$ cat config.mk
export PLATFORM = sky130hd
export DESIGN_NAME = booth_div
export DESIGN_NICKNAME = d
export VERILOG_FILES = /design/src/rtl/booth_div_pkg.sv /design/src/rtl/booth_div_step.sv /design/src/rtl/booth_div.sv
export SDC_FILE = /design/constraint.sdc
export NUM_CORES = 1
export LEC_CHECK = 0
export ABC_AREA = 1
export CORE_UTILIZATION = 25
export CTS_CLUSTER_SIZE = 16
export DETAILED_ROUTE_END_ITERATION = 10
export GPL_TIMING_DRIVEN = 0
export SYNTH_ARGS = -nofsm -noshare
export SYNTH_HDL_FRONTEND = slang
export SYNTH_SLANG_ARGS = --single-unit
$ cat constraint.sdc
create_clock -name clk -period 7.3 [get_ports clk]
set_input_delay 1.825 -clock clk [delete_from_list [all_inputs] [get_ports clk]]
set_output_delay 1.825 -clock clk [all_outputs]
set_load 0.01 [all_outputs]
$ cat src/rtl/booth_div_pkg.sv
// Shared types and helpers for the booth_div signed divider.
// BOOTH_DIV_RADIX4_EN selects two quotient bits per iteration instead of one.
package booth_div_pkg;

    localparam int XW_DEF = 33;
    localparam int PW_DEF = 65;
    localparam int MAX_W  = 128;

`ifdef BOOTH_DIV_RADIX4_EN
    localparam int RADIX_BITS = 2;
`else
    localparam int RADIX_BITS = 1;
`endif

    typedef enum logic [2:0] {
        IDLE = 3'd0,
        PREP = 3'd1,
        ITER = 3'd2,
        FIX  = 3'd3,
        DONE = 3'd4
    } state_t;

    function automatic int iter_steps(input int xw);
        return (xw + RADIX_BITS - 1) / RADIX_BITS;
    endfunction

    localparam int ITER_STEPS = iter_steps(XW_DEF);

    // Two's-complement negate when neg is set; also serves as |x| given the sign bit.
    function automatic logic [MAX_W-1:0] cond_neg(input logic [MAX_W-1:0] v, input logic neg);
        logic [MAX_W-1:0] res;
        if (neg) begin
            res = ~v + MAX_W'(1);
        end else begin
            res = v;
        end
        return res;
    endfunction

endpackage

$ cat src/rtl/booth_div_step.sv
// One combinational restoring division step on magnitudes.
// BOOTH_DIV_RADIX4_EN: compares against d, 2d, 3d and retires two quotient bits.
module booth_div_step
    import booth_div_pkg::*;
#(
    parameter int XW = XW_DEF
) (
    input  logic [XW:0]            i_prem,
    input  logic [XW-1:0]          i_dsr,
    input  logic [RADIX_BITS-1:0]  i_bits,
    output logic [XW:0]            o_prem,
    output logic [RADIX_BITS-1:0]  o_q
);

    localparam int EW = XW + 3;

    logic [EW-1:0] w_sh;
    logic [EW-1:0] w_d1;
    logic [EW-1:0] w_rem;

    assign w_sh = (EW'(i_prem) << RADIX_BITS) | EW'(i_bits);
    assign w_d1 = EW'(i_dsr);

`ifdef BOOTH_DIV_RADIX4_EN
    logic [EW-1:0] w_d2;
    logic [EW-1:0] w_d3;

    assign w_d2 = w_d1 << 1;
    assign w_d3 = w_d1 + w_d2;

    // Largest multiple of d not exceeding the shifted remainder.
    always_comb begin
        w_rem = w_sh;
        o_q   = 2'b00;
        if (w_sh >= w_d3) begin
            w_rem = w_sh - w_d3;
            o_q   = 2'b11;
        end else if (w_sh >= w_d2) begin
            w_rem = w_sh - w_d2;
            o_q   = 2'b10;
        end else if (w_sh >= w_d1) begin
            w_rem = w_sh - w_d1;
            o_q   = 2'b01;
        end else begin
            w_rem = w_sh;
            o_q   = 2'b00;
        end
    end
`else
    // Subtract d when it fits, otherwise restore.
    always_comb begin
        w_rem = w_sh;
        o_q   = 1'b0;
        if (w_sh >= w_d1) begin
            w_rem = w_sh - w_d1;
            o_q   = 1'b1;
        end else begin
            w_rem = w_sh;
            o_q   = 1'b0;
        end
    end
`endif

    assign o_prem = (XW+1)'(w_rem);

endmodule

$ cat src/rtl/booth_div.sv
// Sequential signed divider (PW-bit dividend / XW-bit divisor) with start/busy/done.
// BOOTH_DIV_RADIX4_EN selects the radix-4 iteration; results are identical in both builds.
module booth_div
    import booth_div_pkg::*;
#(
    parameter int XW = XW_DEF,
    parameter int PW = PW_DEF   // must be 2*XW-1
) (
    input  logic          clk,
    input  logic          rst_n,
    input  logic          start,
    input  logic [PW-1:0] dividend,
    input  logic [XW-1:0] divisor,
    output logic          busy,
    output logic          done,
    output logic [XW-1:0] quotient,
    output logic [XW-1:0] remainder,
    output logic          div0,
    output logic          ovf
);

    localparam int STEPS = iter_steps(XW);
    localparam int LO_W  = STEPS * RADIX_BITS;
    localparam int CW    = $clog2(STEPS + 1);
    localparam logic [XW-1:0] Q_NEG_LIM = {1'b1, {(XW-1){1'b0}}};

    state_t                r_state;
    logic [PW-1:0]         r_dvd;
    logic [XW-1:0]         r_dsr;
    logic [XW:0]           r_prem;
    logic [LO_W-1:0]       r_lo;
    logic [CW-1:0]         r_cnt;
    logic                  r_e_div0;
    logic                  r_e_ovf;
    logic                  r_busy;
    logic                  r_done;
    logic [XW-1:0]         r_quo;
    logic [XW-1:0]         r_rem;
    logic                  r_div0;
    logic                  r_ovf;

    logic [PW-1:0]         w_dvd_mag;
    logic [XW-1:0]         w_dsr_mag;
    logic                  w_hi_ovf;
    logic [XW:0]           w_step_prem;
    logic [RADIX_BITS-1:0] w_step_q;
    logic                  w_neg_q;
    logic [XW-1:0]         w_q_mag;
    logic                  w_q_ovf;
    logic [XW-1:0]         w_q_signed;
    logic [XW-1:0]         w_r_signed;

    assign w_dvd_mag = PW'(cond_neg(MAX_W'(r_dvd), r_dvd[PW-1]));
    assign w_dsr_mag = XW'(cond_neg(MAX_W'(r_dsr), r_dsr[XW-1]));
    // Quotient needs more than XW unsigned bits when the top dividend half reaches |divisor|.
    assign w_hi_ovf  = ({1'b0, w_dvd_mag[PW-1:XW]} >= w_dsr_mag);

    booth_div_step #(.XW(XW)) u_step (
        .i_prem (r_prem),
        .i_dsr  (w_dsr_mag),
        .i_bits (r_lo[LO_W-1 -: RADIX_BITS]),
        .o_prem (w_step_prem),
        .o_q    (w_step_q)
    );

    assign w_neg_q    = r_dvd[PW-1] ^ r_dsr[XW-1];
    assign w_q_mag    = r_lo[XW-1:0];
    assign w_q_ovf    = w_neg_q ? (w_q_mag > Q_NEG_LIM) : w_q_mag[XW-1];
    assign w_q_signed = XW'(cond_neg(MAX_W'(w_q_mag), w_neg_q));
    assign w_r_signed = XW'(cond_neg(MAX_W'(r_prem[XW-1:0]), r_dvd[PW-1]));

    // Control FSM, iterative datapath and registered result outputs.
    always_ff @(posedge clk) begin
        if (!rst_n) begin
            r_state  <= IDLE;
            r_dvd    <= {PW{1'b0}};
            r_dsr    <= {XW{1'b0}};
            r_prem   <= {(XW+1){1'b0}};
            r_lo     <= {LO_W{1'b0}};
            r_cnt    <= {CW{1'b0}};
            r_e_div0 <= 1'b0;
            r_e_ovf  <= 1'b0;
            r_busy   <= 1'b0;
            r_done   <= 1'b0;
            r_quo    <= {XW{1'b0}};
            r_rem    <= {XW{1'b0}};
            r_div0   <= 1'b0;
            r_ovf    <= 1'b0;
        end else begin
            case (r_state)
                IDLE: begin
                    r_done <= 1'b0;
                    if (start) begin
                        r_dvd   <= dividend;
                        r_dsr   <= divisor;
                        r_busy  <= 1'b1;
                        r_state <= PREP;
                    end
                end
                PREP: begin
                    r_prem <= (XW+1)'(w_dvd_mag[PW-1:LO_W]);
                    r_lo   <= w_dvd_mag[LO_W-1:0];
                    r_cnt  <= {CW{1'b0}};
                    if (w_dsr_mag == {XW{1'b0}}) begin
                        r_e_div0 <= 1'b1;
                        r_e_ovf  <= 1'b1;
                        r_state  <= FIX;
                    end else if (w_hi_ovf) begin
                        r_e_div0 <= 1'b0;
                        r_e_ovf  <= 1'b1;
                        r_state  <= FIX;
                    end else begin
                        r_e_div0 <= 1'b0;
                        r_e_ovf  <= 1'b0;
                        r_state  <= ITER;
                    end
                end
                ITER: begin
                    r_prem <= w_step_prem;
                    r_lo   <= {r_lo[LO_W-RADIX_BITS-1:0], w_step_q};
                    if (r_cnt == CW'(STEPS - 1)) begin
                        r_cnt   <= {CW{1'b0}};
                        r_state <= FIX;
                    end else begin
                        r_cnt   <= r_cnt + CW'(1);
                    end
                end
                FIX: begin
                    r_busy  <= 1'b0;
                    r_done  <= 1'b1;
                    r_state <= DONE;
                    if (r_e_ovf || w_q_ovf) begin
                        r_quo  <= {XW{1'b0}};
                        r_rem  <= {XW{1'b0}};
                        r_div0 <= r_e_div0;
                        r_ovf  <= 1'b1;
                    end else begin
                        r_quo  <= w_q_signed;
                        r_rem  <= w_r_signed;
                        r_div0 <= 1'b0;
                        r_ovf  <= 1'b0;
                    end
                end
                DONE: begin
                    r_done  <= 1'b0;
                    r_state <= IDLE;
                end
                default: begin
                    r_busy  <= 1'b0;
                    r_done  <= 1'b0;
                    r_state <= IDLE;
                end
            endcase
        end
    end

    assign busy      = r_busy;
    assign done      = r_done;
    assign quotient  = r_quo;
    assign remainder = r_rem;
    assign div0      = r_div0;
    assign ovf       = r_ovf;

endmodule

# Yosys cells after proc, flatten, opt, wreduce, memory -nomap -nowiden
# Cells that the tools add are included.
[totals] register_bits=246 inputBits=101 output_inout_bits=70 elab_cells=72
[classes] add_sub_neg=6 magnitude_cmp=3 n_eq_ne=7 mux=26 bitwise_logic=7 reduce_logical=9
[ops] cell="33-bit 2-to-1 mux" count=5
[ops] cell="33-bit by 1-bit adder with 33-bit output (second input constant)" count=3
[ops] cell="33-bit NOT" count=3
[ops] cell="34-bit case mux with 2 select lines" count=1
[ops] cell="33-bit case mux with 2 select lines" count=1
[ops] cell="65-bit by 1-bit adder with 65-bit output (second input constant)" count=1
[ops] cell="65-bit 2-to-1 mux" count=1
[ops] cell="65-bit NOT" count=1
[ops] cell="35-bit by 33-bit >= comparator with 1-bit output" count=1
[ops] cell="35-bit by 1-bit OR with 35-bit output" count=1
[ops] cell="34-bit 2-to-1 mux" count=1
[ops] cell="34-bit by 33-bit subtractor with 34-bit output" count=1
[ops] cell="32-bit by 33-bit >= comparator with 1-bit output" count=1
[ops] cell="33-bit > comparator (second input constant)" count=1
[ops] cell="33-bit logical NOT" count=1
[ops] cell="3-bit case mux with 4 select lines" count=1
[ops] cell="6-bit case mux with 2 select lines" count=1
[ops] cell="1-bit 2-to-1 mux" count=10
[ops] cell="6-bit by 1-bit adder with 6-bit output (second input constant)" count=1
[ops] cell="3-bit by 2-bit equality test with 1-bit output (second input constant)" count=2
[ops] cell="6-bit equality test (second input constant)" count=1
[ops] cell="3-bit 2-to-1 mux" count=2
[ops] cell="6-bit 2-to-1 mux" count=1
[ops] cell="2-bit AND reduction" count=3
[ops] cell="other kinds (11)" count=13

# Logic depth before layout (Yosys ltp)
# Gate-level depths: netlist (run 1).
[depth] ltp_word=7 depth_mapped=28 ltp_nobuf=28

# Cells and area by module
# Synthesis (run 1) repeated with hierarchy kept, for this count alone.
[unflattened] cells_unflattened=2866 area_unflattened_um2=17704.5
[modules_own_cells] mod="booth_div" n_inst=1 cells_each=2207 area_each_um2=14561.5 seq_area_each_um2=4924.7
[modules_own_cells] mod="booth_div_step" n_inst=1 cells_each=659 area_each_um2=3143.0 seq_area_each_um2=0.0

# Least setup slack after synthesis (run 1)
# OpenSTA, ideal clock, no wires.
[synth_timing] path_kind="register to register" from="register r_dsr[0]" to="register r_prem[19]" setup_time_ns=0.115 arrival_time_ns=3.032 required_time_ns=7.185 setup_slack_ns=4.153 stages_incl_launch_ff=26 n_path_buf=3 period_less_slack_ns=3.147 cell_sequence="dfxtp_1 > inv_1 > ha_1 > nand2_2 > nor2_4 > nand3_2 > nand2_2 > nand2_2 > nor3_1 > nor2_2 > ha_1 > buf_2 > a21o_1 > o21bai_1 > nand2_1 > nand2_1 > nor2_1 > nand2_1 > nand2_1 > nand2_2 > buf_6 > buf_6 > nand2_1 > o211ai_2 > o211ai_1 > inv_2"
[synth_via] elab_chain_cells=6 word_cells_on_any_way=7 classes_between="add/sub: 2; order compare: 1; mux: 3; bitwise: 1"
[synth_rtl] item="start: declaration" line_no="booth_div.sv:29" text="logic [XW-1:0] r_dsr;"
[synth_rtl] item="start signal: assignment" line_no="booth_div.sv:77" text="r_dsr <= {XW{1'b0}};"
[synth_rtl] item="start signal: assignment" line_no="booth_div.sv:95" text="r_dsr <= divisor;"
[synth_rtl] item="33-bit NOT" line_no="booth_div_pkg.sv:33" text="res = ~v + MAX_W'(1);"
[synth_rtl] item="33-bit by 1-bit adder with 33-bit output" line_no="booth_div_pkg.sv:33"
[synth_rtl] item="33-bit 2-to-1 mux (*)" line_no="booth_div_pkg.sv:32" text="if (neg) begin"
[synth_rtl] item="34-bit by 33-bit subtractor with 34-bit output / 35-bit by 33-bit >= comparator with 1-bit output (equally long branches)" line_no="booth_div_step.sv:55, booth_div_step.sv:54"
[synth_rtl] item="34-bit 2-to-1 mux (*)" line_no="booth_div_step.sv:54" text="if (w_sh >= w_d1) begin"
[synth_rtl] item="34-bit case mux with 2 select lines (*)" line_no="booth_div.sv:90" text="case (r_state)"
[synth_rtl] item="end signal: assignment" line_no="booth_div.sv:78" text="r_prem <= {(XW+1){1'b0}};"
[synth_rtl] item="end signal: assignment" line_no="booth_div.sv:101" text="r_prem <= (XW+1)'(w_dvd_mag[PW-1:LO_W]);"
[synth_rtl] item="end signal: assignment" line_no="booth_div.sv:119" text="r_prem <= w_step_prem;"
[synth_rtl] item="end: declaration" line_no="booth_div.sv:30" text="logic [XW:0] r_prem;"
# Mark *: on every way between the ends. The rest lies on a longest branch, timed or not.
# A chain may end at the register's enable or synchronous reset.

# Worst setup path after layout (run 1)
[layout_timing] from="register r_dvd[64]" to="register r_e_ovf"
[layout_via] elab_chain_cells=6
[layout_rtl] item="start: declaration" line_no="booth_div.sv:28" text="logic [PW-1:0] r_dvd;"
[layout_rtl] item="start signal: assignment" line_no="booth_div.sv:76" text="r_dvd <= {PW{1'b0}};"
[layout_rtl] item="start signal: assignment" line_no="booth_div.sv:94" text="r_dvd <= dividend;"
[layout_rtl] item="65-bit NOT" line_no="booth_div_pkg.sv:33"
[layout_rtl] item="65-bit by 1-bit adder with 65-bit output" line_no="booth_div_pkg.sv:33"
[layout_rtl] item="65-bit 2-to-1 mux (*)" line_no="booth_div_pkg.sv:32"
[layout_rtl] item="32-bit by 33-bit >= comparator with 1-bit output (*)" line_no="booth_div.sv:56" text="assign w_hi_ovf = ({1'b0, w_dvd_mag[PW-1:XW]} >= w_dsr_mag);"
[layout_rtl] item="1-bit 2-to-1 mux (*)" line_no="booth_div.sv:108" text="end else if (w_hi_ovf) begin"
[layout_rtl] item="1-bit 2-to-1 mux (*)" line_no="booth_div.sv:104" text="if (w_dsr_mag == {XW{1'b0}}) begin"
[layout_rtl] item="end signal: assignment" line_no="booth_div.sv:106" text="r_e_ovf <= 1'b1;"
[layout_rtl] item="end signal: assignment" line_no="booth_div.sv:110" text="r_e_ovf <= 1'b1;"
[layout_rtl] item="end signal: assignment" line_no="booth_div.sv:114" text="r_e_ovf <= 1'b0;"
[layout_rtl] item="end: declaration" line_no="booth_div.sv:34" text="logic r_e_ovf;"
# Marked as above.

==> results.md, run 1 <==
* Status: completed
* Net Sw Frac at 0.515
* R2r endpoint: r_e_ovf
* Critical path class: register to register
* DPL Wire Length at 61400 um
* Starting Density at 0.252
* Clock Latency Late Sink at 0.60 ns
* Initial antenna violation count at 1
* Crit path launch type: register
* Die H at 265 um
* Most common cell after layout, fill and taps aside: nand2_1
* R2r setup slk at 2.70 ns
* Fmax at 217 MHz
* Gpl congestion at 1.03
* TritonCTS Sinks at 246
* Drt first-iter violations at 1914
* DRC viols at 0
* Worst-case clock buffer depth at 3
* Hold depth at 2
* Clock slew at reported path FFs at 0.06 ns
* CTS Hold Buffers Added at 0
* Drt total wl at 74600 um
* # H-tree levels at 1
* Cell Int Power at 3.92 mW
* Slew HR at 0.140
* P&R area growth vs syn at 22.3%
* PD cells at 382 nW/um^2
* Core ar. at 68600 sq um
* Die ar. at 70300 sq um
* TritonCTS clock tree: done
* Largest net degree at the start of global routing at 16
* Measured slew at the worst slew-check pin at 1.28 ns
* R2R cell count at 20
* Max-slew violations at 0
* CP arrival at 5.14 ns
* Rows at 96
* Total power draw at 8.08 mW
* Sequential power share at 0.233
* Clock share of power at 0.190
* Post-CTS Repair Setup Buffers at 0
* Reg2reg start: r_dvd[64]
* Post-cts resize count at 0
* Hold endpoint: quotient[18]
* Final hold vios at 0
* Clock Skew at 0.0211 ns
* Post-synthesis sequential area ratio at 0.284
* Share of post-route cells with drive strength above 1 at 0.0587
* Drt wl/cell at 19.2 um
* Commonest cells after routing, fill and taps aside: 587 x nand2_1, 328 x a21oi_1, 302 x inv_1, 249 x nor2_1, 246 x dfxtp_1
* Setup TNS at 0 ns
* Global-route wire length before repair at 110000 um
* Syn. warnings at 0
* Flops & latches, synth at 246
* Nets at 3101
* Clk root buf: clkbuf_16
* Top FF cell, synth: dfxtp_1
* Top area cells in the synthesized netlist: dfxtp_1 28%, nand2_1 13%, a21oi_1 9.5%
* Number of global-route vias before repair at 17859
* Routed Antenna Nets at 0
* Critical Path RT at 7.84 ns
* HP Class: register to register
* Ratio of final minimum period to clock period at 0.631
* NetSw at 4.17 mW
* Via/cell ratio at 4.96
* Leakage at 8.87 nW
* Launch point of the worst path: r_dvd[64]
* CTS buffer count at 28
* Grt total ovfl at 0
* Pre-antenna DRT Iters at 5
* Max Fanout on Critical Path at 10
* Die width at 265 um
* GRT Resource Usage Total at 0.206
* Net Count, Synth at 2902
* Max Cap Violations at 0
* RSZ-0062 raised after global routing: no
* CP endpoint kind: register
* Synthesized cell area at 17300 sq um
* Mean Syn Cell Area at 6.35 sq um
* Gate power share at 0.577
* Input/output buffers at 169
* Fin crit period at 4.60 ns
* Top cell type's share of synthesized area at 0.284
* Synth area leader: dfxtp_1
* Min-delay src: quotient[18]
* Via count at 19231
* # setup viols final at 0
* Number of library cell types mapped by synthesis at 57
* Max IR drop VDD at 287 uV
* Number of synthesized flops with an enable pin at 0
* Post-synth ARST share at 0
* Syn Inst Count at 2728
* I/O Pins at 171
metrics by stage:
step	instances	hold WS (ns)	worst slack, ns	util	cell area [sq um]
6_report	3881	0.463	2.70	0.309	21200
5_1_grt	3880	0.485	2.67	0.309	21200
4_1_cts	3880	0.464	2.90	0.309	21200
3_5_place_dp	3828	0.455	2.69	0.294	20200
3_3_place_gp	3828	0.454	2.57	0.294	20200
2_1_floorplan	2728	0.446	4.15	-	17300
cells in the mapped netlist (7+ instances only):
library cell and count:
a21o_1 12, a21oi_1 328, a31oi_1 7, buf_1 13, buf_2 14, clkbuf_1 84, dfxtp_1 246, ha_1 72
inv_1 302, inv_2 25, nand2_1 587, nand2_2 14, nand3_1 160, nand3b_1 8, nand4_1 49, nor2_1 249
nor2_2 17, nor3_1 41, nor4_1 16, o211ai_1 33, o211ai_2 8, o21ai_0 234, o21ai_1 38, o221ai_1 12
o31ai_1 7, xnor2_1 7, xor2_1 72
cell type report:
class | count | area [sq um]
flip-flops and latches | 246 | 4920
inverters | 328 | 1230
repair buffers | 169 | 1690
plain buffers | 118 | 502
fillers | 7664 | 47400
clock buffers | 36 | 781
clock inverters | 16 | 225
well taps | 931 | 1160
multi-input cells | 2036 | 10700
diodes | 1 | 2.50
how the worst max path moves through the flow:
stage               slack (ns)  cells after the start         end
detailed placement        2.69                      5   r_dsr[27]
CTS                       2.90                     19     r_e_ovf
finish                    2.70                     20     r_e_ovf
global placement          2.57                      5        busy
floorplan                 4.15                     25  r_prem[19]
global route              2.67                     21  r_state[0]
layer usage:
layer,up-vias,global-route usage,share of wire
li1,9495,-,-
met1,8880,0.280,0.45
met4,2,0.0862,0.041
met3,134,0.0254,0.068
met2,720,0.328,0.44
met5,-,0,0.00025
worst max-delay path, cell delays in order (launching register included):
cell and delay (ns):
dfxtp_1 0.33, buf_4 0.30, buf_1 0.66, buf_1 0.74, o21ai_1 0.18, xor2_1 0.59, ha_1 0.27, nand2_1 0.06
nor2_1 0.13, nand4_1 0.12, nor2_1 0.14, nand4_1 0.13, nand2_1 0.09, nor2_1 0.06, nand2_1 0.06, nand2_1 0.05
nand2_1 0.11, nand2_1 0.20, nand3_1 0.15, nand2_1 0.06, inv_1 0.09
kinds of logic after synthesis:
family,after synthesis,share of synthesized area
simple gates,1175,0.296
flops,246,0.284
xor+xnor,80,0.0409
compound gates,708,0.226
fa+ha+maj,73,0.0532
buf+inv,446,0.100
sequential cells by signal (all words and copies together), names as in the netlist, 3 cells and up:
register / flops
r_lo: 33
r_dsr: 33
r_dvd: 65
remainder: 33
r_cnt: 6
r_state: 3
r_prem: 34
quotient: 33
power by group through the flow:
stage	logic (mW)	registers (mW)	clock network (mW)
after floorplan	3.22	1.76	0
after global placement	4.55	1.89	0
after detailed placement	4.54	1.89	0
after CTS	4.56	1.86	1.56
after global routing	5.15	1.90	1.61
final	4.67	1.88	1.54
Note: power is estimated with default switching activity, not from simulation.
==> inputs of run 2 (changes only) <==
==> constraint.sdc (replaced) <==
create_clock -name clk -period 4.5 [get_ports clk]
set_input_delay 1.125 -clock clk [delete_from_list [all_inputs] [get_ports clk]]
set_output_delay 1.125 -clock clk [all_outputs]
set_load 0.01 [all_outputs]
==> run 2 against run 1 <==
Non-clock buffer count stayed put. Critical path depth is 1 lower. Clock skew is 0.00089 ns lower. Clock power is 62% higher. Sequential share of layout area hardly changed. Global-route usage stayed put. Sequential power is 62% higher. Via count hardly changed. Largest cell class unchanged. Highest routed layer unchanged.
==> results.md, run 2 (synthesized netlist as in run 1, its figures left out) <==
* CTS Hold Buffers Added at 0 (unchanged)
* Hold_ws at 0.463 ns (-0.00000100 ns)
* Crit-path slowest cell: buf_1
* Worst Path Buf+Inv at 3 (-1)
* Measured slew at the worst slew-check pin at 1.30 ns (+0.0149 ns)
* Gpl congestion at 1.03 (unchanged)
* Input/output buffers at 169 (unchanged)
* Fin crit period at 4.29 ns (-0.312 ns)
* Regs by FF count: r_dvd (65), r_prem (34)
* I/O Pins at 171 (unchanged)
* CTS buffer count at 28 (unchanged)
* Initial antenna violation count at 1 (unchanged)
* Die ar. at 70300 sq um (unchanged)
* GRT Resource Usage Total at 0.206 (unchanged)
* Commonest cells after routing, fill and taps aside: 587 x nand2_1, 328 x a21oi_1, 302 x inv_1, 248 x nor2_1, 246 x dfxtp_1
* Slowest stage delay, CP at 0.68 ns (-0.06 ns)
* Number of global-route vias before repair at 17859 (unchanged)
* Max Fanout on Critical Path at 10 (unchanged)
* Drt total wl at 74800 um (+0.29%)
* Core ar. at 68600 sq um (unchanged)
* Final hold vios at 0 (unchanged)
* Largest net degree at the start of global routing at 16 (unchanged)
* # H-tree levels at 1 (unchanged)
* Max-slew violations at 0 (unchanged)
* Max Cap Violations at 0 (unchanged)
* HP Class: register to register
* Critical path class: register to register
* DRC viols at 0 (unchanged)
* Routed Antenna Nets at 0 (unchanged)
* Status: completed
* Largest register FFs at 65 (unchanged)
* Grt total ovfl at 0 (unchanged)
* Setup WS post-layout at 0.210 ns (-2.49 ns)
* Most common cell after layout, fill and taps aside: nand2_1
* Fillers at 7665 (+0.013%)
* CP arrival at 4.82 ns (-0.32 ns)
* Clock Skew at 0.0202 ns (-0.000893 ns)
* Clk root buf: clkbuf_16
* Drt first-iter violations at 1806 (-5.6%)
* Die width at 265 um (unchanged)
* Top reg by flops: r_dvd
* Pre-antenna DRT Iters at 5 (unchanged)
* Starting Density at 0.252 (unchanged)
* # setup viols final at 0 (unchanged)
* Fmax at 233 MHz (+7.3%)
* Ratio of final minimum period to clock period at 0.953 (+0.323)
* Die H at 265 um (unchanged)
* Footprint of the multi-input gates at 10700 sq um (about the same)
* Crit-path leading delay family: buffers and inverters
* Via count at 19220 (-0.057%)
* Rows at 96 (unchanged)
* Share of post-route cells with drive strength above 1 at 0.0600 (+0.00136)
* Worst-case clock buffer depth at 3 (unchanged)
* Pre-CTS WS at 0.110 ns (-2.58 ns)
* Setup TNS at 0 ns (unchanged)
* Critical-path cell list: buf_4 > buf_1 > clkbuf_2 > o21ai_1 > xor2_1 > ha_1 > nand2_1 > nor2_1 > nand4_1 > or2_2 > nand3_1 > nand2_1 > nand2_1 > nand2_1 > nand2_1 > nand2_1 > nand3_1 > nand2_1 > nor2_1
* Clock slew at reported path FFs at 0.06 ns (about the same)
* Global-route wire length before repair at 110000 um (unchanged)
* Nets at 3101 (unchanged)
* Slew HR at 0.130 (-0.00998)
* Critical Path Most Common Cell: nand2_1
* Crit path launch type: register
* RSZ-0062 raised after global routing: no
* TritonCTS Sinks at 246 (unchanged)
* Via/cell ratio at 4.95 (about the same)
* Leakage at 8.88 nW (+0.11%)
* FF/Latch Area at 4920 sq um (unchanged)
* TritonCTS clock tree: done
* Drt wl/cell at 19.3 um (+0.26%)
* Critical Path RT at 5.03 ns (-2.81 ns)
* CP endpoint kind: register
* Max IR drop VDD at 469 uV (+63%)
* Clock Latency Late Sink at 0.60 ns (about the same)
* P&R area growth vs syn at 22.4% (about the same)
* DPL Wire Length at 61400 um (unchanged)
* PD cells at 620 nW/um^2 (+62%)
==> run 2: changes by cell type in the layout (fill, tap and decap cells not counted) <==
cell / before / now
buf_1: 13 / 11
clkbuf_1: 87 / 86
clkbuf_2: 0 / 3
diode_2: 1 / 2
nor2_1: 249 / 248
nor2_2: 17 / 18
==> run 2: final timing paths <==
path | start | to | slack [ns] | cells after the start
hold reg to reg | quotient[18] | quotient[18] | 0.46 | 2
setup reg to reg | r_dvd[64] | r_state[0] | 0.21 | 19
hold / removal | quotient[18] | quotient[18] | 0.46 | 2
setup / recovery | r_dvd[64] | r_state[0] | 0.21 | 19
==> run 2: power breakdown <==
| part | internal, mW | leakage (nW) | switching [mW] |
|---|---|---|---|
| clock | 1.47 | 0.489 | 1.03 |
| sequential | 2.53 | 2.01 | 0.524 |
| combinational | 2.36 | 6.37 | 5.23 |
==> run 2: layer usage <==
metal,part of all wire,routed length [um],track usage,up-vias
met5,0.00025,19,0,-
met4,0.040,2980,0.0862,2
met3,0.069,5170,0.0254,129
met2,0.44,32900,0.328,741
met1,0.45,33800,0.280,8847
li1,-,-,-,9501
==> run 2: layout make-up <==
type                            instances  area share
Antenna cell                            2    0.000236
Buffer                                118      0.0239
Tap cell                              931      0.0550
Multi-Input combinational cell       2036       0.503
Timing Repair Buffer                  169      0.0798
Clock buffer                           36      0.0368
Sequential cell                       246       0.232
Clock inverter                         16      0.0106
Inverter                              328      0.0581
==> run 2: stage by stage <==
step                      total power, mW  std cells  area, sq um  utilization
after floorplan                      8.09       2728        17300            -
after global placement               10.4       3828        20200        0.294
after detailed placement             10.4       3828        20200        0.294
after CTS                            12.9       3880        21200        0.309
after global routing                 14.0       3880        21200        0.309
final                                13.1       3882        21200        0.309
==> run 2: tightest hold or removal path, delay by kind of cell (launching register included) <==
kind            cells  cell delay (ns)
flops               1             0.30
simple gates        1             0.06
compound gates      1             0.05
==> run 2: repair_timing <==
action / CTS / global route
endpoints found under the hold margin: 0 / 0
resized for setup: 0 / 7
buffers inserted: 0 / 0
endpoints found under the setup margin: 0 / 3
